$ cat src/rtl/program_run_sequencer_if.sv
// Bus bundle between the program/run sequencer and its host, memory port and CPU.
// The sequencer connects through the slave modport; the host side uses master.
interface program_run_sequencer_if #(
    parameter int DATA_W = 8,
    parameter int ADDR_W = 12,
    parameter int CNT_W  = 32
) ();
    logic              load_req;
    logic [ADDR_W-1:0] load_len;
    logic [DATA_W-1:0] in_data;
    logic              in_valid;
    logic              in_ready;
    logic [ADDR_W-1:0] mem_addr;
    logic [DATA_W-1:0] mem_wdata;
    logic              mem_we;
    logic              run_req;
    logic [ADDR_W-1:0] stop_addr;
    logic [CNT_W-1:0]  max_cycles;
    logic              abort;
    logic [ADDR_W-1:0] cpu_pc;
    logic              cpu_rst;
    logic              cpu_start;
    logic              busy;
    logic              load_done;
    logic              run_done;
    logic [1:0]        run_status;
    logic [CNT_W-1:0]  cycle_count;

    modport slave (
        input  load_req, load_len, in_data, in_valid, run_req, stop_addr,
               max_cycles, abort, cpu_pc,
        output in_ready, mem_addr, mem_wdata, mem_we, cpu_rst, cpu_start,
               busy, load_done, run_done, run_status, cycle_count
    );

    modport master (
        output load_req, load_len, in_data, in_valid, run_req, stop_addr,
               max_cycles, abort, cpu_pc,
        input  in_ready, mem_addr, mem_wdata, mem_we, cpu_rst, cpu_start,
               busy, load_done, run_done, run_status, cycle_count
    );
endinterface

$ cat src/rtl/program_run_sequencer.sv
// Loads a program image into shared memory with the CPU held in reset, then
// releases the CPU, issues the start handshake and supervises the run.
module program_run_sequencer #(
    parameter int DATA_W = 8,
    parameter int ADDR_W = 12,
    parameter int CNT_W  = 32
) (
    input  logic                    clk,
    input  logic                    rst,
    program_run_sequencer_if.slave  bus
);

    typedef enum logic [2:0] {
        IDLE, LOAD, RELEASE, START_HI, START_LO, RUN, FINISH
    } state_t;

    typedef enum logic [1:0] {
        ST_NONE    = 2'b00,
        ST_HIT     = 2'b01,
        ST_TIMEOUT = 2'b10,
        ST_ABORT   = 2'b11
    } status_t;

    state_t            state, state_nx;
    status_t           status_q;
    logic [ADDR_W-1:0] len_q;
    logic [ADDR_W-1:0] wr_ptr;
    logic [ADDR_W-1:0] stop_q;
    logic [CNT_W-1:0]  max_q;
    logic [CNT_W-1:0]  cnt_q;
    logic              load_done_q;

    logic accept, last_word, stop_hit, timeout;

    always_comb begin
        accept    = (state == LOAD) && bus.in_valid;
        last_word = accept && (wr_ptr == len_q - ADDR_W'(1));
        stop_hit  = (state == RUN) && (bus.cpu_pc == stop_q);
        timeout   = (state == RUN) && (max_q != '0) && (cnt_q == max_q - CNT_W'(1));
    end

    always_ff @(posedge clk) begin
        if (rst) state <= IDLE;
        else     state <= state_nx;
    end

    always_comb begin
        state_nx = state;
        case (state)
            IDLE: begin
                if (bus.load_req) begin
                    if (bus.load_len != '0) state_nx = LOAD;
                end else if (bus.run_req) begin
                    state_nx = RELEASE;
                end
            end
            LOAD:     if (bus.abort) state_nx = FINISH;
                      else if (last_word) state_nx = IDLE;
            RELEASE:  state_nx = bus.abort ? FINISH : START_HI;
            START_HI: state_nx = bus.abort ? FINISH : START_LO;
            START_LO: state_nx = bus.abort ? FINISH : RUN;
            RUN:      if (bus.abort || stop_hit || timeout) state_nx = FINISH;
            FINISH:   state_nx = IDLE;
            default:  state_nx = IDLE;
        endcase
    end

    // Abort outranks a stop hit, which outranks a timeout in the same cycle.
    always_ff @(posedge clk) begin
        if (rst) begin
            status_q    <= ST_NONE;
            len_q       <= '0;
            wr_ptr      <= '0;
            stop_q      <= '0;
            max_q       <= '0;
            cnt_q       <= '0;
            load_done_q <= 1'b0;
        end else begin
            load_done_q <= 1'b0;
            case (state)
                IDLE: begin
                    if (bus.load_req) begin
                        if (bus.load_len == '0) begin
                            load_done_q <= 1'b1;
                        end else begin
                            len_q  <= bus.load_len;
                            wr_ptr <= '0;
                        end
                    end else if (bus.run_req) begin
                        stop_q   <= bus.stop_addr;
                        max_q    <= bus.max_cycles;
                        cnt_q    <= '0;
                        status_q <= ST_NONE;
                    end
                end
                LOAD: begin
                    if (accept) wr_ptr <= wr_ptr + ADDR_W'(1);
                    if (bus.abort)      status_q    <= ST_ABORT;
                    else if (last_word) load_done_q <= 1'b1;
                end
                RELEASE, START_HI, START_LO: begin
                    if (bus.abort) status_q <= ST_ABORT;
                end
                RUN: begin
                    if (cnt_q != '1) cnt_q <= cnt_q + CNT_W'(1);
                    if (bus.abort)     status_q <= ST_ABORT;
                    else if (stop_hit) status_q <= ST_HIT;
                    else if (timeout)  status_q <= ST_TIMEOUT;
                end
                default: ;
            endcase
        end
    end

    always_comb begin
        bus.in_ready    = (state == LOAD);
        bus.mem_we      = accept;
        bus.mem_addr    = wr_ptr;
        bus.mem_wdata   = (state == LOAD) ? bus.in_data : '0;
        bus.cpu_rst     = 1'b1;
        bus.cpu_start   = (state == START_HI);
        bus.busy        = (state != IDLE);
        bus.load_done   = load_done_q;
        bus.run_done    = (state == FINISH);
        bus.run_status  = status_q;
        bus.cycle_count = cnt_q;
        case (state)
            RELEASE, START_HI, START_LO, RUN: bus.cpu_rst = 1'b0;
            default: ;
        endcase
    end

endmodule

$ cat src/flat_wrapper.sv
// flat-port wrapper written by rule: the top's interface ports become plain ports
module program_run_sequencer_flat 
#(
    parameter int DATA_W = 8,
    parameter int ADDR_W = 12,
    parameter int CNT_W  = 32
)
  (clk, rst, bus_load_req, bus_load_len, bus_in_data, bus_in_valid, bus_run_req, bus_stop_addr, bus_max_cycles, bus_abort, bus_cpu_pc, bus_in_ready, bus_mem_addr, bus_mem_wdata, bus_mem_we, bus_cpu_rst, bus_cpu_start, bus_busy, bus_load_done, bus_run_done, bus_run_status, bus_cycle_count);
  program_run_sequencer_if #(.DATA_W(DATA_W), .ADDR_W(ADDR_W), .CNT_W(CNT_W)) bus_i ();
  input  logic clk;
  input  logic rst;
  input wire logic [$bits(bus_i.load_req)-1:0] bus_load_req;
  input wire logic [$bits(bus_i.load_len)-1:0] bus_load_len;
  input wire logic [$bits(bus_i.in_data)-1:0] bus_in_data;
  input wire logic [$bits(bus_i.in_valid)-1:0] bus_in_valid;
  input wire logic [$bits(bus_i.run_req)-1:0] bus_run_req;
  input wire logic [$bits(bus_i.stop_addr)-1:0] bus_stop_addr;
  input wire logic [$bits(bus_i.max_cycles)-1:0] bus_max_cycles;
  input wire logic [$bits(bus_i.abort)-1:0] bus_abort;
  input wire logic [$bits(bus_i.cpu_pc)-1:0] bus_cpu_pc;
  output wire logic [$bits(bus_i.in_ready)-1:0] bus_in_ready;
  output wire logic [$bits(bus_i.mem_addr)-1:0] bus_mem_addr;
  output wire logic [$bits(bus_i.mem_wdata)-1:0] bus_mem_wdata;
  output wire logic [$bits(bus_i.mem_we)-1:0] bus_mem_we;
  output wire logic [$bits(bus_i.cpu_rst)-1:0] bus_cpu_rst;
  output wire logic [$bits(bus_i.cpu_start)-1:0] bus_cpu_start;
  output wire logic [$bits(bus_i.busy)-1:0] bus_busy;
  output wire logic [$bits(bus_i.load_done)-1:0] bus_load_done;
  output wire logic [$bits(bus_i.run_done)-1:0] bus_run_done;
  output wire logic [$bits(bus_i.run_status)-1:0] bus_run_status;
  output wire logic [$bits(bus_i.cycle_count)-1:0] bus_cycle_count;
  assign bus_i.load_req = bus_load_req;
  assign bus_i.load_len = bus_load_len;
  assign bus_i.in_data = bus_in_data;
  assign bus_i.in_valid = bus_in_valid;
  assign bus_i.run_req = bus_run_req;
  assign bus_i.stop_addr = bus_stop_addr;
  assign bus_i.max_cycles = bus_max_cycles;
  assign bus_i.abort = bus_abort;
  assign bus_i.cpu_pc = bus_cpu_pc;
  assign bus_in_ready = bus_i.in_ready;
  assign bus_mem_addr = bus_i.mem_addr;
  assign bus_mem_wdata = bus_i.mem_wdata;
  assign bus_mem_we = bus_i.mem_we;
  assign bus_cpu_rst = bus_i.cpu_rst;
  assign bus_cpu_start = bus_i.cpu_start;
  assign bus_busy = bus_i.busy;
  assign bus_load_done = bus_i.load_done;
  assign bus_run_done = bus_i.run_done;
  assign bus_run_status = bus_i.run_status;
  assign bus_cycle_count = bus_i.cycle_count;
  program_run_sequencer #(.DATA_W(DATA_W), .ADDR_W(ADDR_W), .CNT_W(CNT_W)) u_core (.clk(clk), .rst(rst), .bus(bus_i));
endmodule
$ cat config.mk
export PLATFORM = sky130hd
export DESIGN_NAME = program_run_sequencer_flat
export DESIGN_NICKNAME = d
export VERILOG_FILES = /design/src/rtl/program_run_sequencer_if.sv /design/src/rtl/program_run_sequencer.sv /design/src/flat_wrapper.sv
export SDC_FILE = /design/constraint.sdc
export NUM_CORES = 1
export LEC_CHECK = 0
export ABC_AREA = 1
export CORE_MARGIN = 4
export CORE_UTILIZATION = 40
export CTS_CLUSTER_SIZE = 30
export DETAILED_ROUTE_END_ITERATION = 16
export GPL_TIMING_DRIVEN = 0
export HOLD_SLACK_MARGIN = 0.02
export PLACE_DENSITY = 0.7
export SYNTH_ARGS = -nofsm -noshare
export SYNTH_HDL_FRONTEND = slang
export SYNTH_SLANG_ARGS = --single-unit
$ cat constraint.sdc
create_clock -name clk -period 4.79 [get_ports clk]
set_clock_uncertainty 0.05 [all_clocks]
set_input_delay 0.479 -clock clk [delete_from_list [all_inputs] [get_ports clk]]
set_output_delay 0.479 -clock clk [all_outputs]
set_load 0.005 [all_outputs]
Word-level counts from Yosys, hierarchy flattened
Index checks and enable logic that the tools add are counted.
{"block": "classes", "add_sub_neg": 4, "bitwise_logic": 2, "reduce_logical": 23, "n_eq_ne": 22, "mux": 32}
{"operator": "2-to-1 mux 32 bit", "count": 3}
{"operator": "case mux 32 bit (2 select lines)", "count": 1}
{"operator": "2-to-1 mux 12 bit", "count": 3}
{"operator": "adder 32 x 1 -> 32 bit, second input constant", "count": 1}
{"operator": "equality test 32 bit", "count": 1}
{"operator": "!= test 32 bit, second input constant", "count": 1}
{"operator": "nonzero test 32 bit", "count": 1}
{"operator": "subtractor 32 x 1 -> 32 bit, second input constant", "count": 1}
{"operator": "equality test 12 bit", "count": 2}
{"operator": "case mux 12 bit (2 select lines)", "count": 1}
{"operator": "2-to-1 mux 3 bit", "count": 7}
{"operator": "case mux 3 bit (6 select lines)", "count": 1}
{"operator": "2-to-1 mux 2 bit", "count": 8}
{"operator": "adder 12 x 1 -> 12 bit, second input constant", "count": 1}
{"operator": "logical NOT 12 bit", "count": 1}
{"operator": "!= test 2 bit, second input constant", "count": 6}
{"operator": "AND reduction 4 bit", "count": 3}
{"operator": "nonzero test 12 bit", "count": 1}
{"operator": "subtractor 12 x 1 -> 12 bit, second input constant", "count": 1}
{"operator": "equality test 3 bit, second input constant", "count": 3}
{"operator": "2-to-1 mux 8 bit", "count": 1}
{"operator": "OR reduction 4 bit", "count": 2}
{"operator": "equality test 3 x 2 -> 1 bit, second input constant", "count": 2}
{"operator": "!= test 3 x 2 -> 1 bit, second input constant", "count": 2}
{"operator": "other kinds (15)", "count": 29}
{"block": "word_totals", "ff_bits": 106, "output_inout_bits": 61, "wordCells": 91, "input_bits": 82}

Longest topological paths before layout
{"block": "logic_depth", "word_depth": 7, "ltp_mapped": 19, "depth_no_buf": 19}

Least setup slack after synthesis
Ideal clock, no wire load.
{"block": "synth_timing", "path_kind": "register to register", "start": "reg u_core.max_q[0]", "end": "reg u_core.status_q[0] (netlist: u_core.bus.run_status[0])", "path_buffers": 1, "setup_slack_ps": 2851, "arrival_ps": 1774, "required_time_ps": 4625, "stages_incl_launch_ff": 17, "setup_ps": 115, "period_less_slack_ps": 1939, "path_cell_list": "dfxtp_1 > inv_2 > ha_1 > nand2_2 > nor2_4 > buf_6 > nand3_2 > xnor2_1 > nand2_1 > nor2_1 > nand3_1 > nor2_1 > nand2_1 > nand2_2 > nand3_1 > nand2_1 > nor2_1"}
{"block": "synth_via", "elab_chain_cells": 5, "elab_cells_between_ends": 7, "cone_classes": "add/sub (1); eq/ne (2); reduce/logical (4)"}
{"element": "start, declared", "line_no": "program_run_sequencer.sv:29", "source": "logic [CNT_W-1:0] max_q;"}
{"element": "start signal, assigned", "line_no": "program_run_sequencer.sv:91", "source": "max_q <= bus.max_cycles;"}
{"element": "subtractor 32 x 1 -> 32 bit / nonzero test 32 bit (equally long branches)", "line_no": "program_run_sequencer.sv:39", "source": "timeout = (state == RUN) && (max_q != '0) && (cnt_q == max_q - CNT_W'(1));"}
{"element": "equality test 32 bit / logical AND 1 bit (equally long branches)", "line_no": "program_run_sequencer.sv:39"}
{"element": "logical AND 1 bit *", "line_no": "program_run_sequencer.sv:39"}
{"element": "!= test 4 x 2 -> 1 bit (no source line) *"}
{"element": "AND reduction 5 bit (no source line) *"}
{"element": "end signal, assigned", "line_no": "program_run_sequencer.sv:71", "source": "status_q <= ST_NONE;"}
{"element": "end signal, assigned", "line_no": "program_run_sequencer.sv:93", "source": "status_q <= ST_NONE;"}
{"element": "end signal, assigned", "line_no": "program_run_sequencer.sv:98", "source": "if (bus.abort) status_q <= ST_ABORT;"}
{"element": "end, declared", "line_no": "program_run_sequencer.sv:25", "source": "status_t status_q;"}
Every way passes the cells marked *; elsewhere a longest branch is shown, timed or not.
A chain may end at the register's enable or synchronous reset.

Final worst setup path
{"block": "layout_timing", "start": "reg u_core.cnt_q[0] (netlist: u_core.bus.cycle_count[0])", "end": "reg u_core.cnt_q[9] (netlist: u_core.bus.cycle_count[9])"}
{"block": "layout_via", "elab_chain_cells": 3, "elab_cells_between_ends": 6, "cone_classes": "add/sub (1); eq/ne (2); mux (2); reduce/logical (1)"}
{"element": "start, declared", "line_no": "program_run_sequencer.sv:30", "source": "logic [CNT_W-1:0] cnt_q;"}
{"element": "start signal, assigned", "line_no": "program_run_sequencer.sv:105", "source": "if (cnt_q != '1) cnt_q <= cnt_q + CNT_W'(1);"}
{"element": "adder 32 x 1 -> 32 bit / != test 32 bit (equally long branches)", "line_no": "program_run_sequencer.sv:105"}
{"element": "2-to-1 mux 32 bit / != test 2 bit (equally long branches)"}
{"element": "case mux 32 bit (2 select lines) / AND reduction 4 bit (equally long branches)"}
Several ways; a longest one is shown, not always the timed one. The select of a mux whose other input is x is not followed.

==> metrics.md <==
| Metric | Value |
|---|---|
| Via count of the first global-routing pass | `6705` |
| Avg WL per Cell | `14.9 um` |
| Vias per cell | `5.07` |
| H-Tree Depth | `3` |
| Multi-input logic area | `3800 um2` |
| Ratio of cells with drive above 1 in the final layout | `0.0560` |
| Final setup viols | `0` |
| Syn. warnings | `0` |
| WS Path Type | `flop to flop` |
| RSZ-0062 raised after global routing | `no` |
| Crit-path max FO | `10` |
| Die W | `136 um` |
| Syn_area_per_cell | `6.33 um2` |
| Top Usage Layer GRT | `met2` |
| Drt pass-1 iters | `5` |
| Clk sinks | `106` |
| Clk root buf | `clkbuf_16` |
| GP Congestion | `0.932` |
| Fmax | `383 MHz` |
| Post-synth EDFFs | `0` |
| Dpl cells | `1396` |
| Global Route met1 Usage | `0.298` |
| Synth top area cells | `dfxtp_1 (32%), nand2_1 (11%), nor2_1 (9.5%)` |
| Post-route setup TNS | `0 ns` |
| R2R depth | `14` |
| Post-layout nets | `1278` |
| ANT nets after route | `0` |
| Post-DP HPWL | `16.8 mm` |
| Final worst-path cycle share | `0.544` |
| Final core occ | `0.536` |
| GRT met3 Usage | `0.0433` |
| Seq/Total Area, Yosys | `0.323` |
| Pin count of the biggest net entering global routing | `18` |
| Worst Tran Pin Value | `0.648 ns` |
| Worst-Skew Late Latency | `0.36 ns` |
| Starting Density | `0.411` |
| Vias | `7157` |
| Crit path DAT | `2.80 ns` |
| # rows | `46` |
| Min-Delay Path Class | `flop to flop` |
| Post-synthesis net count | `1126` |
| Final max-slew violation count | `0` |
| TritonCTS clock tree | `built` |
| Power density cells | `462 nW/um2` |
| Fill count | `1627` |
| Die Footprint | `18500 um2` |
| CTS Buf Count | `9` |
| Number of max-cap violations | `0` |
| Mapped Cells | `1039` |
| Top cells by instance count after synthesis | `nand2_1 (201), nor2_1 (166), inv_1 (129)` |
| Crit end category | `flop` |
| Status | `finished, final reports clean` |
| Diodes inserted | `0` |
| Synthesis-to-layout area growth | `30.4%` |
| Maximum clock path buffer count | `2` |
| Yosys top cell by area | `dfxtp_1` |
| Synth Flop Type | `dfxtp_1` |
| Register area | `2120 um2` |
| Seq cells post-synth | `106` |
| GRT Util Overall | `0.226` |
| Drc violations | `0` |
| First-pass GRT wire length | `33.3 mm` |
| Cell with the most instances after synthesis | `nand2_1` |
| Slew Limit Headroom | `0.568` |
| # Post-CTS Setup Buffers | `0` |
| Critical Path RT | `4.98 ns` |
| # resized after CTS | `0` |
| Total wire length | `21.0 mm` |
| I/O pin total | `143` |
| Mapped Area | `6570 um2` |
| Total grt overflow | `0` |
| Fin cells | `1412` |
| Initial drt markers | `563` |
| Antenna violations before repair | `0` |
| Hold Vio Cnt, Final | `0` |
| Hold buffer count at cts | `0` |
| Die height | `136 um` |
| Clock-pin slew on the worst setup and hold paths | `0.07 ns` |
| M2 GR Usage | `0.378` |
| Yosys cell types | `40` |
| Async S/R FF share, synth | `0` |
| Top-area cell type share of the netlist area | `0.323` |
| Minimum clock period | `2.61 ns` |
| Core area | `16000 um2` |
| Peak VDD IR | `0.000230 V` |
| Hold Crit Depth | `2` |
| Overall power | `3.96 mW` |
| I/O Buffers | `141` |
| Leakage | `3.54 nW` |
| Critical path launch point type | `flop` |
[cell usage in the layout (no fill, tap or decap), types with 6 or more instances in the layout]
master / n
clkdlybuf4s50_1: 141
clkbuf_16: 9
inv_1: 129
xnor2_1: 24
nor2_2: 14
o21ai_0: 85
nor2_1: 166
nor4_1: 9
inv_2: 12
xor2_1: 28
nand3_1: 56
a21oi_1: 78
nor3_1: 28
nand2_2: 6
dfxtp_1: 106
nand4_1: 24
clkbuf_1: 21
nand2_1: 201
[registers in the layout, indices dropped and copies added, names as in the netlist]
register,count
u_core.max_q,32
u_core.bus.run_status,2
u_core.len_q,12
u_core.stop_q,12
u_core.bus.mem_addr,12
u_core.bus.cycle_count,32
u_core.bus.load_done,1
u_core.state,3
[cells by family after synthesis]
| kind of cell | Yosys count | share of synthesized area |
|---|---|---|
| XOR/XNOR | 53 | 0.0727 |
| buffers and inverters | 168 | 0.0994 |
| flip-flops | 106 | 0.323 |
| AO/OA/AOI/OAI | 181 | 0.143 |
| adder cells (fa/ha/maj) | 5 | 0.00952 |
| AND/OR/NAND/NOR | 526 | 0.352 |
[worst max-delay path, stage by stage (launching register included)]
cell and delay (ns):
dfxtp_1 0.45, ha_1 0.26, nand2_1 0.07, nor2_1 0.14, nand2_1 0.16, nor2_1 0.21
nand4_1 0.15, nand2_1 0.15, nand2_1 0.13, buf_6 0.18, inv_2 0.14, nor3_1 0.07
nand3_1 0.09, xor2_1 0.17, nor2_1 0.06
[per-layer routing]
metal | wire (um) | vias to the layer above
li1 | - | 3660
met5 | 0 | -
met2 | 9820 | 224
met1 | 9600 | 3247
met4 | 332 | 0
met3 | 1240 | 26
[worst paths after layout]
check | end | slack, ns | from
max | u_core.bus.cycle_count[9] | 2.18 | u_core.bus.cycle_count[0]
min | u_core.stop_q[8] | 0.44 | u_core.stop_q[8]
max reg2reg | u_core.bus.cycle_count[9] | 2.18 | u_core.bus.cycle_count[0]
min reg2reg | u_core.stop_q[8] | 0.44 | u_core.stop_q[8]
[layout make-up]
| cell class | instances | share of cell area |
|---|---|---|
| multi-input cells | 765 | 0.443 |
| flip-flops and latches | 106 | 0.248 |
| repair buffers | 141 | 0.165 |
| inverters | 142 | 0.0622 |
| well taps | 216 | 0.0315 |
| clock buffers | 10 | 0.0267 |
| plain buffers | 26 | 0.0140 |
| clock inverters | 6 | 0.0105 |
[per-stage QoR]
stage          setup slack (ns)  area [um2]  hold WS [ns]
2_1_floorplan              2.85        6570         0.386
3_3_place_gp               2.07        8250         0.421
3_5_place_dp               2.06        8250         0.425
4_1_cts                    2.24        8570         0.443
5_1_grt                    2.02        8570         0.468
6_report                   2.18        8570         0.437
[power by group]
group	switching, mW	internal [mW]
sequential	0.143	1.03
combinational	1.22	0.756
clock	0.349	0.461
total	1.71	2.24
No activity file was read; power rests on OpenSTA's default activity.
==> variant 1, RTL diff (same flow settings) <==
`DATA_W` is set to 8 in 3 places; all go to 7.
--- a/src/rtl/program_run_sequencer_if.sv
+++ b/src/rtl/program_run_sequencer_if.sv
@@ -1,7 +1,7 @@
 // Bus bundle between the program/run sequencer and its host, memory port and CPU.
 // The sequencer connects through the slave modport; the host side uses master.
 interface program_run_sequencer_if #(
-    parameter int DATA_W = 8,
+    parameter int DATA_W = 7,
     parameter int ADDR_W = 12,
     parameter int CNT_W  = 32
 ) ();
--- a/src/rtl/program_run_sequencer.sv
+++ b/src/rtl/program_run_sequencer.sv
@@ -1,7 +1,7 @@
 // Loads a program image into shared memory with the CPU held in reset, then
 // releases the CPU, issues the start handshake and supervises the run.
 module program_run_sequencer #(
-    parameter int DATA_W = 8,
+    parameter int DATA_W = 7,
     parameter int ADDR_W = 12,
     parameter int CNT_W  = 32
 ) (
--- a/src/flat_wrapper.sv
+++ b/src/flat_wrapper.sv
@@ -1,7 +1,7 @@
 // flat-port wrapper written by rule: the top's interface ports become plain ports
 module program_run_sequencer_flat 
 #(
-    parameter int DATA_W = 8,
+    parameter int DATA_W = 7,
     parameter int ADDR_W = 12,
     parameter int CNT_W  = 32
 )
Ports: changed (resized bus_in_data and bus_mem_wdata); port bits go from 143 to 141. The function was not compared with the original's and may differ.
==> variant 1 against the unedited design <==
Design area is 0.74% higher; sequential cell count stayed put; worst setup slack worse by 77 ps; sequential share of layout area is 0.18 points lower; clock power is 4.1% lower; first-iteration DRC count is 3.9% lower; area after synthesis is 1.5% higher; global-route usage is 0.59 points lower; routed wire length is 2.0% lower; final cell count is 0.21% lower; power is 3.6% higher; largest cell class unchanged.
==> variant 1: results (changes against the unedited design) <==
yosys:
  ys_top_cells_by_area: "dfxtp_1, nand2_1, nor2_1, inv_1, o21ai_0"  # unchanged
  synthArstFlopShare_pct: 0  # unchanged
  yosysUniqueCellTypes: 41  # was 40
  synth_top_area_share_pct: 31.8  # was 32.3%
  synth_commonest_cells: "nand2_1, nor2_1, inv_1, dfxtp_1, o21ai_0"  # unchanged
  syn_nets: 1124  # was 1126
  avgSynthCellArea_um2: 6.43  # was 6.33 um2
  ys_seq_area_share_pct: 31.8  # was 32.3%
  ys_ff_latch: 106  # unchanged
worst_setup_path:
  crit_arrival_ps: 2890  # was 2800 ps
  max_stage_delay_ps: 330  # was 450 ps
  reg2reg_depth: 17  # was 14
  cp-startpoint: "u_core.max_q[0]"  # was u_core.bus.cycle_count[0]
  cp_max_fo: 6  # was 10
  worstReg2RegEnd: "u_core.bus.run_status[0]"  # was u_core.bus.cycle_count[9]
finish:
  multiInputGateArea_um2: 3930  # was 3800 um2
  multi_input_comb_cells: 769  # was 765
  nonClkBufAreaFrac_pct: 17.2  # was 17.9%
  layout.nets: 1274  # was 1278
  n_clock_buffer: 11  # was 10
  final_core_util_pct: 53.6  # about the same
  n_all_inverters: 140  # was 142
  final-clk-cell-share_pct: 3.53  # was 3.72%
  nFillCells: 1662  # was 1627
  signal_buffers: 162  # was 167
  seq_area_um2: 2120  # unchanged
  drive_above_1_share_pct: 5.87  # was 5.60%
power_and_ir_drop:
  p_per_area_nw_per_um2: 475  # was 462 nW/um2
  max-vdd-ir-drop_uv: 226  # was 230 uV
  switching_share_pct: 45.4  # was 43.3%
  leakage_nw: 3.60  # was 3.54 nW
  combPwrFrac_pct: 52.3  # was 50.0%
sta:
  fin_ws_ps: 2110  # was 2180 ps
  worst_hold_slack_ps: 417  # was 437 ps
  max-slew-margin-rel_pct: 59.7  # was 56.8%
place:
  portBuffers: 139  # was 141
  hpwl_um: 16600  # was 16800 um
  placed_area_um2: 8330  # was 8250 um2
  gp_congestion: 0.964  # was 0.932
floorplan:
  core_area_um2: 16100  # was 16000 um2
hold_path:
  whs_endpoint: "u_core.stop_q[0]"  # was u_core.stop_q[8]
  min_from: "u_core.stop_q[0]"  # was u_core.stop_q[8]
global_route:
  grt_pass1_wl_um: 32500  # was 33300 um
  track_usage_pct: 22.0  # was 22.6%
route:
  routed_wl_um: 20600  # was 21000 um
  routed_via_density: 5.02  # was 5.07
  detail_route.iter0.violations: 541  # was 563
status:
  status: "complete, no violations"  # unchanged
run:
  maxCapViolCount: 0  # unchanged
-- variant 1: cell count changes in the layout (fill, tap and decap cells not counted), moves of 4 or more --
cell | before | now
nand2_1 | 201 | 190
xor2_1 | 28 | 40
xnor2_1 | 24 | 20
nor2_4 | 3 | 9
nand4_1 | 24 | 14
nor2_1 | 166 | 161
o21ai_0 | 85 | 92
-- variant 1: kinds of logic after synthesis --
logic type	count (synthesis)	synth area share [%]
AND/OR/NAND/NOR	517	35.5
AO/OA/AOI/OAI	187	14.5
buffers and inverters	163	9.30
flip-flops	106	31.8
XOR/XNOR	60	7.88
adder cells (fa/ha/maj)	5	0.938
-- variant 1: per-layer routing --
metal	vias up	wire [um]	part of all wire, %	track usage, %
met5	-	0	0	0
met4	0	631	3.1	9.15
li1	3637	-	-	-
met1	3178	9350	45	29.5
met3	40	1240	6.0	3.20
met2	218	9350	45	35.3
-- variant 1: worst max-delay path, delay by kind of cell (launching register included) --
family	cells	cell delay [ps]
fa+ha+maj	1	280
buf+inv	1	120
flops	1	330
simple gates	15	1800
==> variant 2, RTL diff (same flow settings) <==
Made on the original files. Re-encode `state_t` (7 states) as one-hot, 7 bits wide.
--- a/src/rtl/program_run_sequencer.sv
+++ b/src/rtl/program_run_sequencer.sv
@@ -10,8 +10,8 @@
     program_run_sequencer_if.slave  bus
 );
 
-    typedef enum logic [2:0] {
-        IDLE, LOAD, RELEASE, START_HI, START_LO, RUN, FINISH
+    typedef enum logic [6:0] {
+        IDLE = 7'b0000001, LOAD = 7'b0000010, RELEASE = 7'b0000100, START_HI = 7'b0001000, START_LO = 7'b0010000, RUN = 7'b0100000, FINISH = 7'b1000000
     } state_t;
 
     typedef enum logic [1:0] {
Function: same outputs for any inputs over 4 cycles, from zero or initial values and one cycle with rst high; so few cycles prove little.
==> variant 2 against the unedited design <==
Synthesized cell count is 3.9% higher; core utilization is 1.2 points lower; global-route usage is 0.57 points higher; routed wire length is 8.2% higher; critical path type is now reg2out; critical endpoint is now bus_cpu_rst; worst setup slack worse by 150 ps; final cell count is 3.5% higher; combinational power is 7% lower; maximum frequency is 5.6% lower; die area is 7.7% higher; power is 4.7% lower; highest routed layer unchanged; area after synthesis is 8.2% higher; design area is 6.1% higher; largest cell class unchanged; sequential cell count is 4 higher.
==> variant 2: results (changes against the unedited design) <==
yosys:
  ys_top_cells_by_area: "dfxtp_1, nand2_1, nor2_1, inv_1, a21oi_1"  # was dfxtp_1, nand2_1, nor2_1, inv_1, o21ai_0
  synth_commonest_cells: "nand2_1, nor2_1, inv_1, dfxtp_1, a21oi_1"  # was nand2_1, nor2_1, inv_1, dfxtp_1, o21ai_0
  yosysUniqueCellTypes: 52  # was 40
  syn_nets: 1167  # was 1126
worst_setup_path:
  crit_arrival_ps: 2230  # was 2800 ps
  reg2reg_depth: 16  # was 14
  slowest_stage: "clkdlybuf4s50_1"  # was dfxtp_1
  max_stage_delay_ps: 510  # was 450 ps
  worstReg2RegEnd: "u_core.bus.run_status[0]"  # was u_core.bus.cycle_count[9]
  cp_max_fo: 9  # was 10
route:
  routed_wl_um: 22700  # was 21000 um
  num_vias: 7462  # was 7157
  routedLengthMet1_um: 9870  # was 9600 um
  detail_route.iter0.violations: 596  # was 563
  wl_met3_um: 1460  # was 1240 um
  routed-wl-met2_um: 10800  # was 9820 um
finish:
  nFillCells: 1744  # was 1627
  layout.nets: 1319  # was 1278
  drive_above_1_share_pct: 8.25  # was 5.60%
power_and_ir_drop:
  max-vdd-ir-drop_uv: 241  # was 230 uV
  leakage_nw: 3.61  # was 3.54 nW
global_route:
  grt_pass1_vias: 7233  # was 6705
  track_usage_pct: 23.1  # was 22.6%
  grt_pass1_wl_um: 36700  # was 33300 um
place:
  gp_congestion: 0.961  # was 0.932
clock_network:
  cts.htree.levels: 3  # unchanged
hold_path:
  whs_endpoint: "u_core.stop_q[0]"  # was u_core.stop_q[8]
status:
  status: "complete, no violations"  # unchanged
sta:
  worst_slew_pin_slew_ps: 659  # was 648 ps
==> variant 2: worst reg2reg max path: cells and delay by family (launching register included) <==
| family | cells | cell delay (ps) |
|---|---|---|
| AOI/OAI and AO/OA | 1 | 230 |
| DFF | 1 | 300 |
| buffers and inverters | 1 | 150 |
| adders and majority gates | 1 | 280 |
| and+or+nand+nor | 13 | 1550 |
==> variant 2: area by class of cell <==
cell class / instances / area share (%)
Multi-Input combinational cell: 802 / 46.9
Clock buffer: 11 / 2.78
Buffer: 24 / 1.16
Clock inverter: 5 / 0.426
Tap cell: 225 / 3.09
Inverter: 144 / 5.94
Timing Repair Buffer: 141 / 15.5
Sequential cell: 110 / 24.2
==> variant 2: power by group <==
part,leakage (nW),internal [mW],total (mW),switching (mW)
logic,2.57,0.675,1.84,1.17
clock network,0.143,0.387,0.755,0.368
registers,0.895,1.04,1.17,0.133
total,3.61,2.10,3.77,1.67
==> variant 2: logic make-up (layout without fill, tap and decap cells) <==
group / count (synthesis) / in the layout / synth area share (%)
buf+inv: 168 / 325 / 9.08
flops: 110 / 110 / 31.0
xor+xnor: 62 / 62 / 7.63
fa+ha+maj: 5 / 5 / 0.880
compound gates: 192 / 192 / 14.5
simple gates: 543 / 543 / 37.0
==> variant 2: routing by layer <==
| metal | global-route usage (%) | vias to the layer above |
|---|---|---|
| li1 | - | 3818 |
| met1 | 29.3 | 3359 |
| met2 | 39.8 | 248 |
| met3 | 4.18 | 37 |
| met4 | 7.60 | 0 |
| met5 | 0 | - |
==> variant 2: worst max path at each step <==
stage	startpoint	end	slack [ps]	depth (start not counted)
2_1_floorplan	u_core.max_q[1]	u_core.bus.run_status[1]	2680	15
3_3_place_gp	bus_load_req	u_core.bus.cycle_count[8]	2110	8
3_5_place_dp	bus_load_req	u_core.bus.cycle_count[8]	2110	8
4_1_cts	u_core.state[0]	bus_cpu_rst	2040	7
5_1_grt	u_core.state[1]	bus_cpu_rst	1880	7
6_report	u_core.state[1]	bus_cpu_rst	2030	7
==> variant 2: metrics by stage <==
step                      hold slack [ps]  area, um2  std cells  utilization (%)  setup WS [ps]
after CTS                             410       9100       1462             52.4           2040
after global routing                  433       9100       1462             52.4           1880
final                                 407       9100       1462             52.4           2030
after global placement                397       8810       1446             50.7           2110
after floorplan                       386       7110       1080                -           2680
after detailed placement              398       8810       1446             50.7           2110
